### config.mk
export PLATFORM = sky130hd
export DESIGN_NAME = uart_host_ctrl_flat
export DESIGN_NICKNAME = d
export VERILOG_FILES = /design/src/rtl/uart_host_ctrl_if.sv /design/src/rtl/uart_host_ctrl.sv /design/src/flat_wrapper.sv
export SDC_FILE = /design/constraint.sdc
export NUM_CORES = 1
export LEC_CHECK = 0
export BUFFER_PORTS_ARGS = -buffer_cell sky130_fd_sc_hd__buf_2
export CORE_ASPECT_RATIO = 1.4
export CORE_UTILIZATION = 58
export DETAILED_ROUTE_END_ITERATION = 7
export GPL_TIMING_DRIVEN = 0
export PLACE_DENSITY = 0.83
export REMOVE_ABC_BUFFERS = 1
export SLEW_MARGIN = 20
export SYNTH_ARGS = -nofsm -noshare
export SYNTH_HDL_FRONTEND = slang
export SYNTH_SLANG_ARGS = --single-unit
### constraint.sdc
create_clock -name CLK50MHZ -period 5.3 [get_ports CLK50MHZ]
set_clock_uncertainty 0.2 [all_clocks]
set_input_delay 0.53 -clock CLK50MHZ [delete_from_list [all_inputs] [get_ports CLK50MHZ]]
set_output_delay 0.53 -clock CLK50MHZ [all_outputs]
set_load 0.03 [all_outputs]
### src/rtl/uart_host_ctrl_if.sv
// Single-beat command/response channel between a host (soft core or FSM) and uart_host_ctrl.
interface uart_host_ctrl_if;
    logic       cmd_valid;
    logic       cmd_ready;
    logic [1:0] cmd_op;
    logic [7:0] cmd_wdata;
    logic       rsp_valid;
    logic [7:0] rsp_rdata;
    logic       rsp_err;

    modport master (
        output cmd_valid, cmd_op, cmd_wdata,
        input  cmd_ready, rsp_valid, rsp_rdata, rsp_err
    );

    modport slave (
        input  cmd_valid, cmd_op, cmd_wdata,
        output cmd_ready, rsp_valid, rsp_rdata, rsp_err
    );
endinterface

### src/rtl/uart_host_ctrl.sv
// Bus initiator for the UART parallel CPU port: turns host commands into timed n_CS/n_RD/n_WR cycles,
// waits on Tx_RDY/Rx_RDY with timeout and optionally programs the control register after reset.
//
//  state  | meaning
//  INIT   | one idle cycle after reset, then the INIT_CR control write (no response)
//  IDLE   | cmd_ready high, waiting for a command
//  WAIT   | data op waiting on Tx_RDY/Rx_RDY, bounded by TIMEOUT
//  SETUP  | n_CS low, C_nD/DATA_IN stable, strobes high
//  STROBE | n_WR or n_RD low; reads capture DATA_OUT on the last cycle
//  HOLD   | strobe released, n_CS low, C_nD/DATA_IN held
//  RESP   | one-cycle rsp_valid
module uart_host_ctrl #(
    parameter int         SETUP_CYC  = 1,
    parameter int         STROBE_CYC = 2,
    parameter int         HOLD_CYC   = 1,
    parameter int         TIMEOUT    = 1000,
    parameter int         INIT_EN    = 1,
    parameter logic [7:0] INIT_CR    = 8'h00
) (
    input  logic              CLK50MHZ,
    input  logic              n_RST,
    uart_host_ctrl_if.slave   host,
    output logic              busy,
    output logic              uart_n_CS,
    output logic              uart_C_nD,
    output logic              uart_n_RD,
    output logic              uart_n_WR,
    output logic [7:0]        uart_DATA_IN,
    input  logic [7:0]        uart_DATA_OUT,
    input  logic              uart_Tx_RDY,
    input  logic              uart_Rx_RDY
);

    localparam int PMAX_SS = (SETUP_CYC > STROBE_CYC) ? SETUP_CYC : STROBE_CYC;
    localparam int PMAX    = (PMAX_SS > HOLD_CYC) ? PMAX_SS : HOLD_CYC;
    localparam int CW      = $clog2(PMAX) + 1;
    localparam int TW      = $clog2(TIMEOUT + 1) + 1;

    localparam logic [CW-1:0] SETUP_LD  = CW'(SETUP_CYC - 1);
    localparam logic [CW-1:0] STROBE_LD = CW'(STROBE_CYC - 1);
    localparam logic [CW-1:0] HOLD_LD   = CW'(HOLD_CYC - 1);
    localparam logic [TW-1:0] WAIT_LD   = (TIMEOUT == 0) ? TW'(0) : TW'(TIMEOUT - 1);

    typedef enum logic [2:0] {
        S_INIT, S_IDLE, S_WAIT, S_SETUP, S_STROBE, S_HOLD, S_RESP
    } state_t;

    state_t        state_q, state_d;
    logic [CW-1:0] phase_cnt_q, phase_cnt_d;
    logic [TW-1:0] wait_cnt_q, wait_cnt_d;
    logic [1:0]    op_q, op_d;
    logic [7:0]    wdata_q, wdata_d;
    logic          init_q, init_d;
    logic          err_q, err_d;

    logic          cmd_ready_q, rsp_valid_q, rsp_err_q, busy_q;
    logic [7:0]    rsp_rdata_q;
    logic          n_cs_q, c_nd_q, n_rd_q, n_wr_q;
    logic [7:0]    data_in_q;

    logic          cmd_ready_d, rsp_valid_d, rsp_err_d, busy_d;
    logic [7:0]    rsp_rdata_d;
    logic          n_cs_d, c_nd_d, n_rd_d, n_wr_d;
    logic [7:0]    data_in_d;

    logic          accept;
    logic          cmd_rdy_in;
    logic          wait_rdy_in;
    logic          in_bus;

    assign cmd_rdy_in  = host.cmd_op[1] ? uart_Rx_RDY : uart_Tx_RDY;
    assign wait_rdy_in = op_q[1] ? uart_Rx_RDY : uart_Tx_RDY;

    always_ff @(posedge CLK50MHZ or negedge n_RST) begin
        if (!n_RST) begin
            state_q     <= (INIT_EN != 0) ? S_INIT : S_IDLE;
            phase_cnt_q <= '0;
            wait_cnt_q  <= '0;
            op_q        <= 2'b01;
            wdata_q     <= 8'h00;
            init_q      <= 1'b0;
            err_q       <= 1'b0;
        end else begin
            state_q     <= state_d;
            phase_cnt_q <= phase_cnt_d;
            wait_cnt_q  <= wait_cnt_d;
            op_q        <= op_d;
            wdata_q     <= wdata_d;
            init_q      <= init_d;
            err_q       <= err_d;
        end
    end

    always_comb begin
        state_d     = state_q;
        phase_cnt_d = phase_cnt_q;
        wait_cnt_d  = wait_cnt_q;
        op_d        = op_q;
        wdata_d     = wdata_q;
        init_d      = init_q;
        err_d       = err_q;
        accept      = 1'b0;
        case (state_q)
            S_INIT: begin
                op_d        = 2'b01;
                wdata_d     = INIT_CR;
                init_d      = 1'b1;
                err_d       = 1'b0;
                state_d     = S_SETUP;
                phase_cnt_d = SETUP_LD;
            end
            S_IDLE: begin
                if (host.cmd_valid) begin
                    accept  = 1'b1;
                    op_d    = host.cmd_op;
                    wdata_d = host.cmd_wdata;
                    init_d  = 1'b0;
                    err_d   = 1'b0;
                    // data ops whose ready is already up skip WAIT so they get the no-wait latency
                    if (!host.cmd_op[0] && !cmd_rdy_in) begin
                        state_d    = S_WAIT;
                        wait_cnt_d = WAIT_LD;
                    end else begin
                        state_d     = S_SETUP;
                        phase_cnt_d = SETUP_LD;
                    end
                end
            end
            S_WAIT: begin
                if (wait_rdy_in) begin
                    state_d     = S_SETUP;
                    phase_cnt_d = SETUP_LD;
                end else if (TIMEOUT != 0 && wait_cnt_q == '0) begin
                    state_d = S_RESP;
                    err_d   = 1'b1;
                end else if (wait_cnt_q != '0) begin
                    wait_cnt_d = wait_cnt_q - TW'(1);
                end
            end
            S_SETUP: begin
                if (phase_cnt_q == '0) begin
                    state_d     = S_STROBE;
                    phase_cnt_d = STROBE_LD;
                end else begin
                    phase_cnt_d = phase_cnt_q - CW'(1);
                end
            end
            S_STROBE: begin
                if (phase_cnt_q == '0) begin
                    state_d     = S_HOLD;
                    phase_cnt_d = HOLD_LD;
                end else begin
                    phase_cnt_d = phase_cnt_q - CW'(1);
                end
            end
            S_HOLD: begin
                if (phase_cnt_q == '0) begin
                    state_d = init_q ? S_IDLE : S_RESP;
                end else begin
                    phase_cnt_d = phase_cnt_q - CW'(1);
                end
            end
            S_RESP:  state_d = S_IDLE;
            default: state_d = S_IDLE;
        endcase
    end

    // outputs are decoded from the next state so that every pin comes straight from a flop
    always_comb begin
        in_bus      = (state_d == S_SETUP) || (state_d == S_STROBE) || (state_d == S_HOLD);
        n_cs_d      = !in_bus;
        c_nd_d      = in_bus ? op_d[0] : 1'b1;
        data_in_d   = (in_bus && !op_d[1]) ? wdata_d : 8'h00;
        n_wr_d      = !((state_d == S_STROBE) && !op_d[1]);
        n_rd_d      = !((state_d == S_STROBE) && op_d[1]);
        cmd_ready_d = (state_d == S_IDLE);
        rsp_valid_d = (state_d == S_RESP);
        rsp_err_d   = (state_d == S_RESP) && err_d;
        busy_d      = (state_d != S_IDLE);
        rsp_rdata_d = rsp_rdata_q;
        if (accept) begin
            rsp_rdata_d = 8'h00;
        end else if (state_q == S_STROBE && phase_cnt_q == '0 && op_q[1]) begin
            rsp_rdata_d = uart_DATA_OUT;
        end
    end

    always_ff @(posedge CLK50MHZ or negedge n_RST) begin
        if (!n_RST) begin
            n_cs_q      <= 1'b1;
            c_nd_q      <= 1'b1;
            n_rd_q      <= 1'b1;
            n_wr_q      <= 1'b1;
            data_in_q   <= 8'h00;
            cmd_ready_q <= 1'b0;
            rsp_valid_q <= 1'b0;
            rsp_rdata_q <= 8'h00;
            rsp_err_q   <= 1'b0;
            busy_q      <= (INIT_EN != 0);
        end else begin
            n_cs_q      <= n_cs_d;
            c_nd_q      <= c_nd_d;
            n_rd_q      <= n_rd_d;
            n_wr_q      <= n_wr_d;
            data_in_q   <= data_in_d;
            cmd_ready_q <= cmd_ready_d;
            rsp_valid_q <= rsp_valid_d;
            rsp_rdata_q <= rsp_rdata_d;
            rsp_err_q   <= rsp_err_d;
            busy_q      <= busy_d;
        end
    end

    assign uart_n_CS      = n_cs_q;
    assign uart_C_nD      = c_nd_q;
    assign uart_n_RD      = n_rd_q;
    assign uart_n_WR      = n_wr_q;
    assign uart_DATA_IN   = data_in_q;
    assign host.cmd_ready = cmd_ready_q;
    assign host.rsp_valid = rsp_valid_q;
    assign host.rsp_rdata = rsp_rdata_q;
    assign host.rsp_err   = rsp_err_q;
    assign busy           = busy_q;

endmodule

### src/flat_wrapper.sv
// flat-port wrapper written by rule: the top's interface ports become plain ports
module uart_host_ctrl_flat 
#(
    parameter int         SETUP_CYC  = 1,
    parameter int         STROBE_CYC = 2,
    parameter int         HOLD_CYC   = 1,
    parameter int         TIMEOUT    = 1000,
    parameter int         INIT_EN    = 1,
    parameter logic [7:0] INIT_CR    = 8'h00
)
  (CLK50MHZ, n_RST, busy, uart_n_CS, uart_C_nD, uart_n_RD, uart_n_WR, uart_DATA_IN, uart_DATA_OUT, uart_Tx_RDY, uart_Rx_RDY, host_cmd_valid, host_cmd_op, host_cmd_wdata, host_cmd_ready, host_rsp_valid, host_rsp_rdata, host_rsp_err);
  uart_host_ctrl_if host_i ();
  input  logic CLK50MHZ;
  input  logic n_RST;
  output logic busy;
  output logic uart_n_CS;
  output logic uart_C_nD;
  output logic uart_n_RD;
  output logic uart_n_WR;
  output logic [7:0] uart_DATA_IN;
  input  logic [7:0] uart_DATA_OUT;
  input  logic uart_Tx_RDY;
  input  logic uart_Rx_RDY;
  input wire logic [$bits(host_i.cmd_valid)-1:0] host_cmd_valid;
  input wire logic [$bits(host_i.cmd_op)-1:0] host_cmd_op;
  input wire logic [$bits(host_i.cmd_wdata)-1:0] host_cmd_wdata;
  output wire logic [$bits(host_i.cmd_ready)-1:0] host_cmd_ready;
  output wire logic [$bits(host_i.rsp_valid)-1:0] host_rsp_valid;
  output wire logic [$bits(host_i.rsp_rdata)-1:0] host_rsp_rdata;
  output wire logic [$bits(host_i.rsp_err)-1:0] host_rsp_err;
  assign host_i.cmd_valid = host_cmd_valid;
  assign host_i.cmd_op = host_cmd_op;
  assign host_i.cmd_wdata = host_cmd_wdata;
  assign host_cmd_ready = host_i.cmd_ready;
  assign host_rsp_valid = host_i.rsp_valid;
  assign host_rsp_rdata = host_i.rsp_rdata;
  assign host_rsp_err = host_i.rsp_err;
  uart_host_ctrl #(.SETUP_CYC(SETUP_CYC), .STROBE_CYC(STROBE_CYC), .HOLD_CYC(HOLD_CYC), .TIMEOUT(TIMEOUT), .INIT_EN(INIT_EN), .INIT_CR(INIT_CR)) u_core (.CLK50MHZ(CLK50MHZ), .n_RST(n_RST), .host(host_i), .busy(busy), .uart_n_CS(uart_n_CS), .uart_C_nD(uart_C_nD), .uart_n_RD(uart_n_RD), .uart_n_WR(uart_n_WR), .uart_DATA_IN(uart_DATA_IN), .uart_DATA_OUT(uart_DATA_OUT), .uart_Tx_RDY(uart_Tx_RDY), .uart_Rx_RDY(uart_Rx_RDY));
endmodule
Word-level counts from Yosys, hierarchy flattened --
Index checks and enable logic that the tools add are counted.
Cells by class: muxes and demuxes 40, eq/ne operators 19, add/subtract/negate cells 2, reduce and logical (&&, ||, !) cells 26
Operators by type and width (number):
- 11-bit 2-to-1 mux | 5
- 8-bit 2-to-1 mux | 4
- 11-bit one-hot mux with 2 select lines | 1
- 3-bit 2-to-1 mux | 7
- 3-bit one-hot mux with 6 select lines | 1
- 8-bit one-hot mux with 2 select lines | 1
- 3-bit == test, second input constant | 5
- 2-bit 2-to-1 mux | 7
- 2-bit one-hot mux with 6 select lines | 1
- 11-bit logical NOT | 1
- 11-bit nonzero test | 1
- 11-bit by 1-bit subtractor with 11-bit output, second input constant | 1
- 1-bit 2-to-1 mux | 10
- 2-bit != test, second input constant | 5
- 3-bit by 2-bit == test with 1-bit output, second input constant | 3
- 1-bit logical AND | 7
- 3-bit by 1-bit == test with 1-bit output, second input constant | 2
- 1-bit logical NOT | 6
- 2-bit by 1-bit != test with 1-bit output, second input constant | 3
- 6-bit AND reduction | 1
- 2-bit nonzero test | 3
- 6-bit nonzero test | 1
- 5-bit AND reduction | 1
- 2-bit one-hot mux with 2 select lines | 1
- other kinds (8) | 9
Word-level totals: output and inout bits 24, bits of input ports 23, register bits 52, logic and storage cells 104

Logic depth before layout (Yosys ltp) --
Gate-level depths: netlist (run 1).
depth after elaboration 11, gate-level depth with buffers 9, gate-level depth less buffers 8

Least setup slack after synthesis (run 1) --
No wires, ideal clock.
path kind register to register, start register u_core.phase_cnt_q[0], end register u_core.phase_cnt_q[1], period minus slack after synthesis 2115 ps, data required time 4972 ps, path buffers 0, path slack 3185 ps, data arrival time 1787 ps, stages on the path, launching flop included 8, library setup time 128 ps, cell sequence dfrtp_1 -> inv_1 -> ha_1 -> or2_2 -> a21oi_1 -> o221ai_2 -> mux2i_4 -> mux2_1
On the way: cells in the longest elaborated chain, start to end 3, elaborated cells between the ends (all ways) 8, classes of those cells add/sub: 1; eq/ne: 1; mux: 4; reduce/logical: 2
RTL lines:
- from (decl) | line uart_host_ctrl.sv:49 | logic [CW-1:0] phase_cnt_q, phase_cnt_d;
- from (signal assigned) | line uart_host_ctrl.sv:85 | phase_cnt_q <= phase_cnt_d;
- 2-bit by 1-bit subtractor with 2-bit output / 2-bit logical NOT (equally long branches)
- 2-bit 2-to-1 mux, or another cell as far along | line uart_host_ctrl.sv:157 | if (phase_cnt_q == '0) begin
- 2-bit one-hot mux with 6 select lines / 5-bit AND reduction (equally long branches)
Several ways; a longest one is shown, not always the timed one. The select of a mux whose other input is x is not followed. A chain may end at the register's enable or synchronous reset.

Final worst setup path (run 1) --
Same ends and word-level chain as after synthesis.

==> impl_results.rst, run 1 <==
.. list-table::
   :header-rows: 1

   * - Metric
     - Value
   * - Run status
     - complete, no violations
   * - Total number of vias
     - 1771
   * - Chip height
     - 77.65 um
   * - Avg WL per Cell
     - 14.16 um
   * - Number of sinks driven by the clock tree
     - 52
   * - Gr usage total
     - 0.2293
   * - Post-CTS setup buffers
     - 0
   * - Number of warnings issued by yosys
     - 0
   * - Starting utilization of the core area
     - 0.6050
   * - Startpoint Class
     - flop
   * - Synthesis-to-layout area growth
     - 14.41%
   * - Synth unique cells
     - 52
   * - Clock tree from TritonCTS
     - yes
   * - Number of buffers inserted by port buffering
     - 46
   * - Fin. max-slew vios
     - 0
   * - Number of nets in the layout
     - 296
   * - Synthesized area divided by synthesized cell count
     - 10.63 um2
   * - Buffer levels on the longest clock path
     - 2
   * - Nature of the critical path endpoint
     - flop
   * - Required @ worst endpoint
     - 5.29 ns
   * - Number of logic stages on the critical path including buffering
     - 7
   * - Sum of negative setup slack
     - 0 ns
   * - Skew-Pair Late Insertion Delay
     - 0.31 ns
   * - Number of standard cells after synthesis
     - 223
   * - Cell type of the slowest stage on the worst timing path
     - mux2i_4
   * - Final Setup Violations
     - 0
   * - Layout cells sized above 1
     - 0.2852
   * - TritonCTS Buffers
     - 5
   * - Worst path max stage delay
     - 0.49 ns
   * - Number of gates given a new drive strength after cts
     - 0
   * - Critical R2R Launch
     - u_core.phase_cnt_q[0]
   * - Fillers
     - 307
   * - Area of the multi-input gates
     - 975.9 um2
   * - Setup repair after global routing missed its margin
     - false
   * - Antenna cells
     - 0
   * - Reg2Reg Depth
     - 7
   * - Reg-to-reg setup timing slack
     - 2.79 ns
   * - Number of optimization iterations in the first detailed-route pass
     - 4
   * - Via count of the first global-routing pass
     - 1771
   * - Number of hold violations in the final report
     - 0
   * - Wire length reported by the detailed router
     - 4431 um
   * - Largest delay share family, worst path
     - multiplexers
   * - Post-synthesis async set-or-reset flop share
     - 1.000
   * - Die ar.
     - 0.004351 mm2
   * - Post-synthesis cell area
     - 0.002371 mm2
   * - Die width
     - 56.04 um
   * - Classification of the worst setup path
     - flop to flop
   * - Initial antenna violation count
     - 0
   * - Number of levels in the clock H-tree
     - 2
   * - Register area share after synthesis
     - 0.5520
   * - Commonest cells after routing, fill and taps aside
     - 46 x dfrtp_1, 45 x buf_2, 38 x nand2_1, 19 x nor2_1
   * - Critical path fanouts, max
     - 12
   * - Most used flip-flop cell after synthesis
     - dfrtp_1
   * - Routability congestion estimate
     - 0.8140
   * - Slew HR
     - 0.3521
   * - Capturing point of the worst reg2reg path
     - u_core.phase_cnt_q[1]
   * - Critical path endpoint
     - u_core.phase_cnt_q[1]
   * - Wire length of the first global-routing pass
     - 7700 um
   * - WP buf/inv
     - 1
   * - Leakage power summed over all cells
     - 1.279 nW
   * - Startpoint of the most critical setup path
     - u_core.phase_cnt_q[0]
   * - Final ANT Viol Nets
     - 0
   * - Clk slew on worst S/H paths
     - 0.10 ns
   * - Core region area
     - 0.003919 mm2
   * - Critical-path cell list
     - inv_1 > ha_1 > nand2b_1 > a21oi_1 > nor2_2 > mux2i_4 > mux2_1
   * - Placed wire-length estimate after detailed placement
     - 3288 um
   * - Overflow left after global routing
     - 0
   * - Most common cell after layout, fill and taps aside
     - dfrtp_1
   * - Arrival time worst endpoint
     - 2.50 ns
   * - Register bit total from synthesis
     - 52
   * - Worst slack at placement
     - 2.782 ns
   * - Final cycle utilization of the critical path
     - 0.4734
   * - 1st-iter DRT viols
     - 34
   * - Period minus WS final
     - 2.509 ns
   * - Number of max-cap violations
     - 0
   * - Final worst-path setup slack
     - 2.791 ns
   * - Number of flops mapped to enable cells by yosys
     - 0
   * - Pin count of the biggest net entering global routing
     - 53
   * - Worst min-delay path class
     - primary input to async pin
   * - Transition time at the pin with the least slew margin
     - 0.9654 ns
   * - Fmax achieved
     - 398.6 MHz
   * - Areal power density over the cells
     - 575.7 mW/mm2
   * - Register area
     - 0.001309 mm2
   * - I/O pin total
     - 47
   * - Clock root cell
     - clkbuf_8
   * - Quantity of hold-fixing buffers added after cts
     - 0
   * - FP Rows
     - 27
   * - Routed via count divided by cell count
     - 5.658
   * - Drc violations
     - 0
   * - Worst IR drop on VDD
     - 0.5681 mV
==> how the worst min path moves through the flow <==
stage / from / endpoint / depth (start not counted)
3_3_place_gp: u_core.op_q[0] / u_core.op_q[0] / 2
2_1_floorplan: n_RST / u_core.err_q / 0
4_1_cts: uart_DATA_OUT[4] / u_core.host.rsp_rdata[4] / 3
3_5_place_dp: u_core.op_q[0] / u_core.op_q[0] / 2
5_1_grt: n_RST / u_core.host.rsp_rdata[1] / 1
6_report: n_RST / u_core.wait_cnt_q[8] / 1
==> final cells by class <==
class | count | area share
flip-flops and latches | 52 | 0.4825
multi-input cells | 153 | 0.3598
repair buffers | 46 | 0.08579
clock buffers | 5 | 0.02537
well taps | 43 | 0.01983
inverters | 11 | 0.01707
clock inverters | 3 | 0.009686
==> cells in the mapped netlist (2+ instances only) <==
library cell	instances	area (um2)
or3_1	2	12.51
o21ai_1	2	10.01
and3_1	2	12.51
a22o_1	9	78.83
inv_1	10	37.54
buf_4	2	15.01
mux2i_1	2	20.02
dfrtp_1	46	1151
nand4b_1	2	17.52
nand2_1	38	142.6
nand2b_1	4	25.02
nor2_1	19	71.32
nor3_1	6	30.03
nor4_2	3	37.54
xor2_1	2	17.52
dfstp_2	6	157.7
a21oi_1	10	50.05
o21ai_0	9	45.04
and2_1	2	12.51
xnor2_1	3	26.28
nand4_1	3	18.77
buf_2	3	15.01
ha_1	4	50.05
o22ai_1	2	12.51
nand3_1	5	25.02
==> routing by layer <==
| layer | wire (um) | track usage | part of all wire |
|---|---|---|---|
| met1 | 1768 | 0.2658 | 0.40 |
| met5 | 0 | 0 | 0 |
| met3 | 178 | 0.04667 | 0.040 |
| met2 | 2395 | 0.4000 | 0.54 |
| met4 | 88 | 0.1122 | 0.020 |
==> worst register-to-register path, cell delays in order, from the launching register on <==
cell      delay (ns)
dfrtp_1         0.41
inv_1           0.13
ha_1            0.31
nand2b_1        0.15
a21oi_1         0.08
nor2_2          0.27
mux2i_4         0.49
mux2_1          0.37
==> report_power, final <==
group          total (mW)  internal [mW]  leakage [nW]  switching (mW)
registers           0.663          0.550         0.652           0.112
logic               0.665          0.234         0.578           0.431
clock network       0.234         0.0973        0.0491           0.137
==> logic make-up (layout without fill, tap and decap cells) <==
| logic type | Yosys count | after routing | synth area share |
|---|---|---|---|
| flops | 52 | 52 | 0.5520 |
| xor+xnor | 5 | 5 | 0.01847 |
| buf+inv | 18 | 65 | 0.03852 |
| compound gates | 40 | 40 | 0.1193 |
| mux | 5 | 5 | 0.02744 |
| simple gates | 99 | 99 | 0.2232 |
| fa+ha+maj | 4 | 4 | 0.02111 |
==> registers in the layout, indices dropped and copies added (netlist names), 2 cells and up <==
signal	count
u_core.wait_cnt_q	11
u_core.host.rsp_rdata	8
u_core.uart_DATA_IN	8
u_core.wdata_q	8
u_core.state_q	3
u_core.op_q	2
u_core.phase_cnt_q	2
==> stage by stage <==
step / hold slack (ns) / cell area [um2] / power [mW] / utilization / instances
after floorplan: 0.03441 / 2326 / 1.154 / - / 216
after global placement: 0.2506 / 2610 / 1.315 / 0.6660 / 305
after detailed placement: 0.2543 / 2615 / 1.337 / 0.6673 / 305
after CTS: 0.2200 / 2710 / 1.571 / 0.6916 / 313
after global routing: 0.08730 / 2713 / 1.665 / 0.6922 / 313
final: 0.04065 / 2713 / 1.562 / 0.6922 / 313
No activity file was read; power rests on OpenSTA's default activity.
==> run 2, diff against run 1 <==
--- a/config.mk
+++ b/config.mk
@@ -7,10 +7,10 @@
 export LEC_CHECK = 0
 export BUFFER_PORTS_ARGS = -buffer_cell sky130_fd_sc_hd__buf_2
 export CORE_ASPECT_RATIO = 1.4
-export CORE_UTILIZATION = 58
+export CORE_UTILIZATION = 49
 export DETAILED_ROUTE_END_ITERATION = 7
 export GPL_TIMING_DRIVEN = 0
-export PLACE_DENSITY = 0.83
+export PLACE_DENSITY = 0.75
 export REMOVE_ABC_BUFFERS = 1
 export SLEW_MARGIN = 20
 export SYNTH_ARGS = -nofsm -noshare
==> constraint.sdc (replaced) <==
create_clock -name CLK50MHZ -period 2.18 [get_ports CLK50MHZ]
set_clock_uncertainty 0.2 [all_clocks]
set_input_delay 0.218 -clock CLK50MHZ [delete_from_list [all_inputs] [get_ports CLK50MHZ]]
set_output_delay 0.218 -clock CLK50MHZ [all_outputs]
set_load 0.03 [all_outputs]
==> run 2 against run 1 <==
Effect of this change: global-route usage shrank 0.61 points; critical path depth grew 1; critical path type unchanged; via count grew 7.1%; design area grew 15%; maximum frequency grew 20%; die area grew 18%; clock-buffer cell count is the same; non-clock buffer count grew 30; highest routed layer unchanged; total power grew to 2.8 times the previous value; sequential share of layout area shrank 6.1 points; worst setup slack lost 2.7 ns.
==> impl_results.rst, run 2 (synthesized netlist as in run 1, its figures left out) <==
.. list-table::
   :header-rows: 1

   * - Metric
     - Value
   * - Run status
     - complete, no violations
   * - Skew-Pair Late Insertion Delay
     - 0.30 ns
   * - Final cycle utilization of the critical path
     - 0.9626
   * - Classification of the worst setup path
     - flop to flop
   * - Critical-path cell list
     - inv_2 > ha_4 > and3_1 > o22ai_1 > a21oi_4 > clkinv_4 > mux2i_4 > mux2_4
   * - Clock root cell
     - clkbuf_8
   * - Via count of the first global-routing pass
     - 1917
   * - Fmax achieved
     - 476.6 MHz
   * - Reg2Reg Depth
     - 8
   * - Areal power density over the cells
     - 1385 mW/mm2
   * - Worst min-delay path class
     - primary input to flop
   * - Critical R2R Launch
     - u_core.phase_cnt_q[0]
   * - Largest delay share family, worst path
     - multiplexers
   * - FP Rows
     - 29
   * - Most common cell after layout, fill and taps aside
     - buf_2
   * - Fin. max-slew vios
     - 0
   * - Final ANT Viol Nets
     - 0
   * - Drc violations
     - 0
   * - Max FFs per register
     - 11
   * - Capturing point of the worst reg2reg path
     - u_core.phase_cnt_q[1]
   * - Avg WL per Cell
     - 14.70 um
   * - 1st-iter DRT viols
     - 64
   * - Transition time at the pin with the least slew margin
     - 0.5374 ns
   * - Wire length reported by the detailed router
     - 5322 um
   * - Total number of vias
     - 1896
   * - Number of nets in the layout
     - 326
   * - Count of placed standard cells in the final layout, fillers left out
     - 362
   * - Number of logic stages on the critical path including buffering
     - 8
   * - TritonCTS Buffers
     - 5
   * - Critical path endpoint
     - u_core.phase_cnt_q[1]
   * - I/O pin total
     - 47
   * - Critical path fanouts, max
     - 9
   * - Chip height
     - 84.31 um
   * - Layout cells sized above 1
     - 0.3300
   * - Number of max-cap violations
     - 0
   * - Required @ worst endpoint
     - 2.17 ns
   * - Reg-to-reg setup timing slack
     - 0.08 ns
   * - Area of the multi-input gates
     - 0.001045 mm2
   * - Startpoint Class
     - flop
   * - Routed via count divided by cell count
     - 5.238
   * - Wire length of the first global-routing pass
     - 8590 um
   * - Number of hold violations in the final report
     - 0
   * - Startpoint of the most critical setup path
     - u_core.phase_cnt_q[0]
   * - Period minus WS final
     - 2.098 ns
   * - WP buf/inv
     - 2
   * - Final Setup Violations
     - 0
   * - Register area
     - 0.001311 mm2
   * - Clk slew on worst S/H paths
     - 0.09 ns
   * - Final Total Pwr
     - 4.303 mW
   * - Worst path max stage delay
     - 0.41 ns
   * - Initial antenna violation count
     - 0
   * - Placed Instances
     - 325
   * - Die ar.
     - 0.005125 mm2
   * - Sum of negative setup slack
     - 0 ns
   * - Number of sinks driven by the clock tree
     - 52
   * - Arrival time worst endpoint
     - 2.09 ns
   * - Routability congestion estimate
     - 0.7729
   * - Placed wire-length estimate after detailed placement
     - 3395 um
   * - Fillers
     - 350
   * - Synthesis-to-layout area growth
     - 31.08%
   * - Finished Core Util
     - 0.6798
   * - Clock tree from TritonCTS
     - yes
   * - Antenna cells
     - 0
   * - Starting utilization of the core area
     - 0.5186
   * - Nature of the critical path endpoint
     - flop
   * - Die width
     - 60.79 um
   * - Number of optimization iterations in the first detailed-route pass
     - 4
   * - Cell type of the slowest stage on the worst timing path
     - dfrtp_1
   * - Slew HR
     - 0.6417
   * - Pin count of the biggest net entering global routing
     - 30
   * - Core region area
     - 0.004572 mm2
   * - Register containing the most flip-flops in the final layout
     - u_core.wait_cnt_q
   * - Buffer levels on the longest clock path
     - 2
   * - Worst IR drop on VDD
     - 0.9841 mV
   * - Leakage power summed over all cells
     - 1.432 nW
   * - Overflow left after global routing
     - 0
   * - Gr usage total
     - 0.2232
   * - Number of levels in the clock H-tree
     - 2
   * - Commonest cells after routing, fill and taps aside
     - 46 x buf_2, 44 x dfrtp_1, 38 x nand2_1, 18 x nor2_1, 18 x dlygate4sd3_1
   * - Number of buffers inserted by port buffering
     - 46
-- run 2: per-layer routing --
| layer | share of wire | global-route usage |
|---|---|---|
| met1 | 0.39 | 0.2820 |
| met2 | 0.55 | 0.3796 |
| met3 | 0.034 | 0.04006 |
| met4 | 0.019 | 0.07025 |
| met5 | 0 | 0 |
-- run 2: area by class of cell --
| type | count | area share |
|---|---|---|
| sequential | 52 | 0.4219 |
| multi-input combinational | 153 | 0.3362 |
| timing repair buffer | 76 | 0.1663 |
| tap | 62 | 0.02496 |
| clock buffer | 5 | 0.02214 |
| inverter | 11 | 0.01490 |
| clock inverter | 3 | 0.01369 |
-- run 2: worst min-delay path by stage --
stage                     startpoint                  endpoint  slack (ns)  depth (start not counted)
finish                host_cmd_valid             u_core.init_q        0.10                          3
global route          host_cmd_valid             u_core.init_q        0.12                          3
CTS                   host_cmd_valid             u_core.init_q        0.04                          3
detailed placement             n_RST     u_core.host.cmd_ready        0.03                          1
global placement    uart_DATA_OUT[4]  u_core.host.rsp_rdata[4]        0.22                          3
floorplan                      n_RST              u_core.err_q       -0.28                          0
-- run 2: per-stage QoR --
| step | area (um2) | hold slack [ns] | setup slack, ns |
|---|---|---|---|
| 6_report | 3108 | 0.1038 | 0.08162 |
| 5_1_grt | 3108 | 0.1174 | -0.0001501 |
| 4_1_cts | 3010 | 0.04413 | 0.001060 |
| 3_5_place_dp | 2659 | 0.03155 | -0.3989 |
| 3_3_place_gp | 2634 | 0.2230 | -0.6728 |
| 2_1_floorplan | 2326 | -0.2776 | -0.07281 |
-- run 2: tightest hold or removal path: cells and delay by family --
kind                   cells  cell delay [ns]
AO/OA/AOI/OAI              1             0.13
buffers and inverters      1             0.14
AND/OR/NAND/NOR            1             0.08
-- run 2: where the power goes --
part / internal [mW] / switching (mW) / total [mW]
Clock: 0.340 / 0.307 / 0.646
Sequential: 1.34 / 0.293 / 1.64
Combinational: 0.832 / 1.19 / 2.02
-- run 2: what timing repair did --
item,CTS,global route
hold endpoints to repair,37,0
hold buffers,18,0
setup endpoints to repair,22,19
pin swaps,2,5
resized for setup,7,10
buffers inserted,4,7
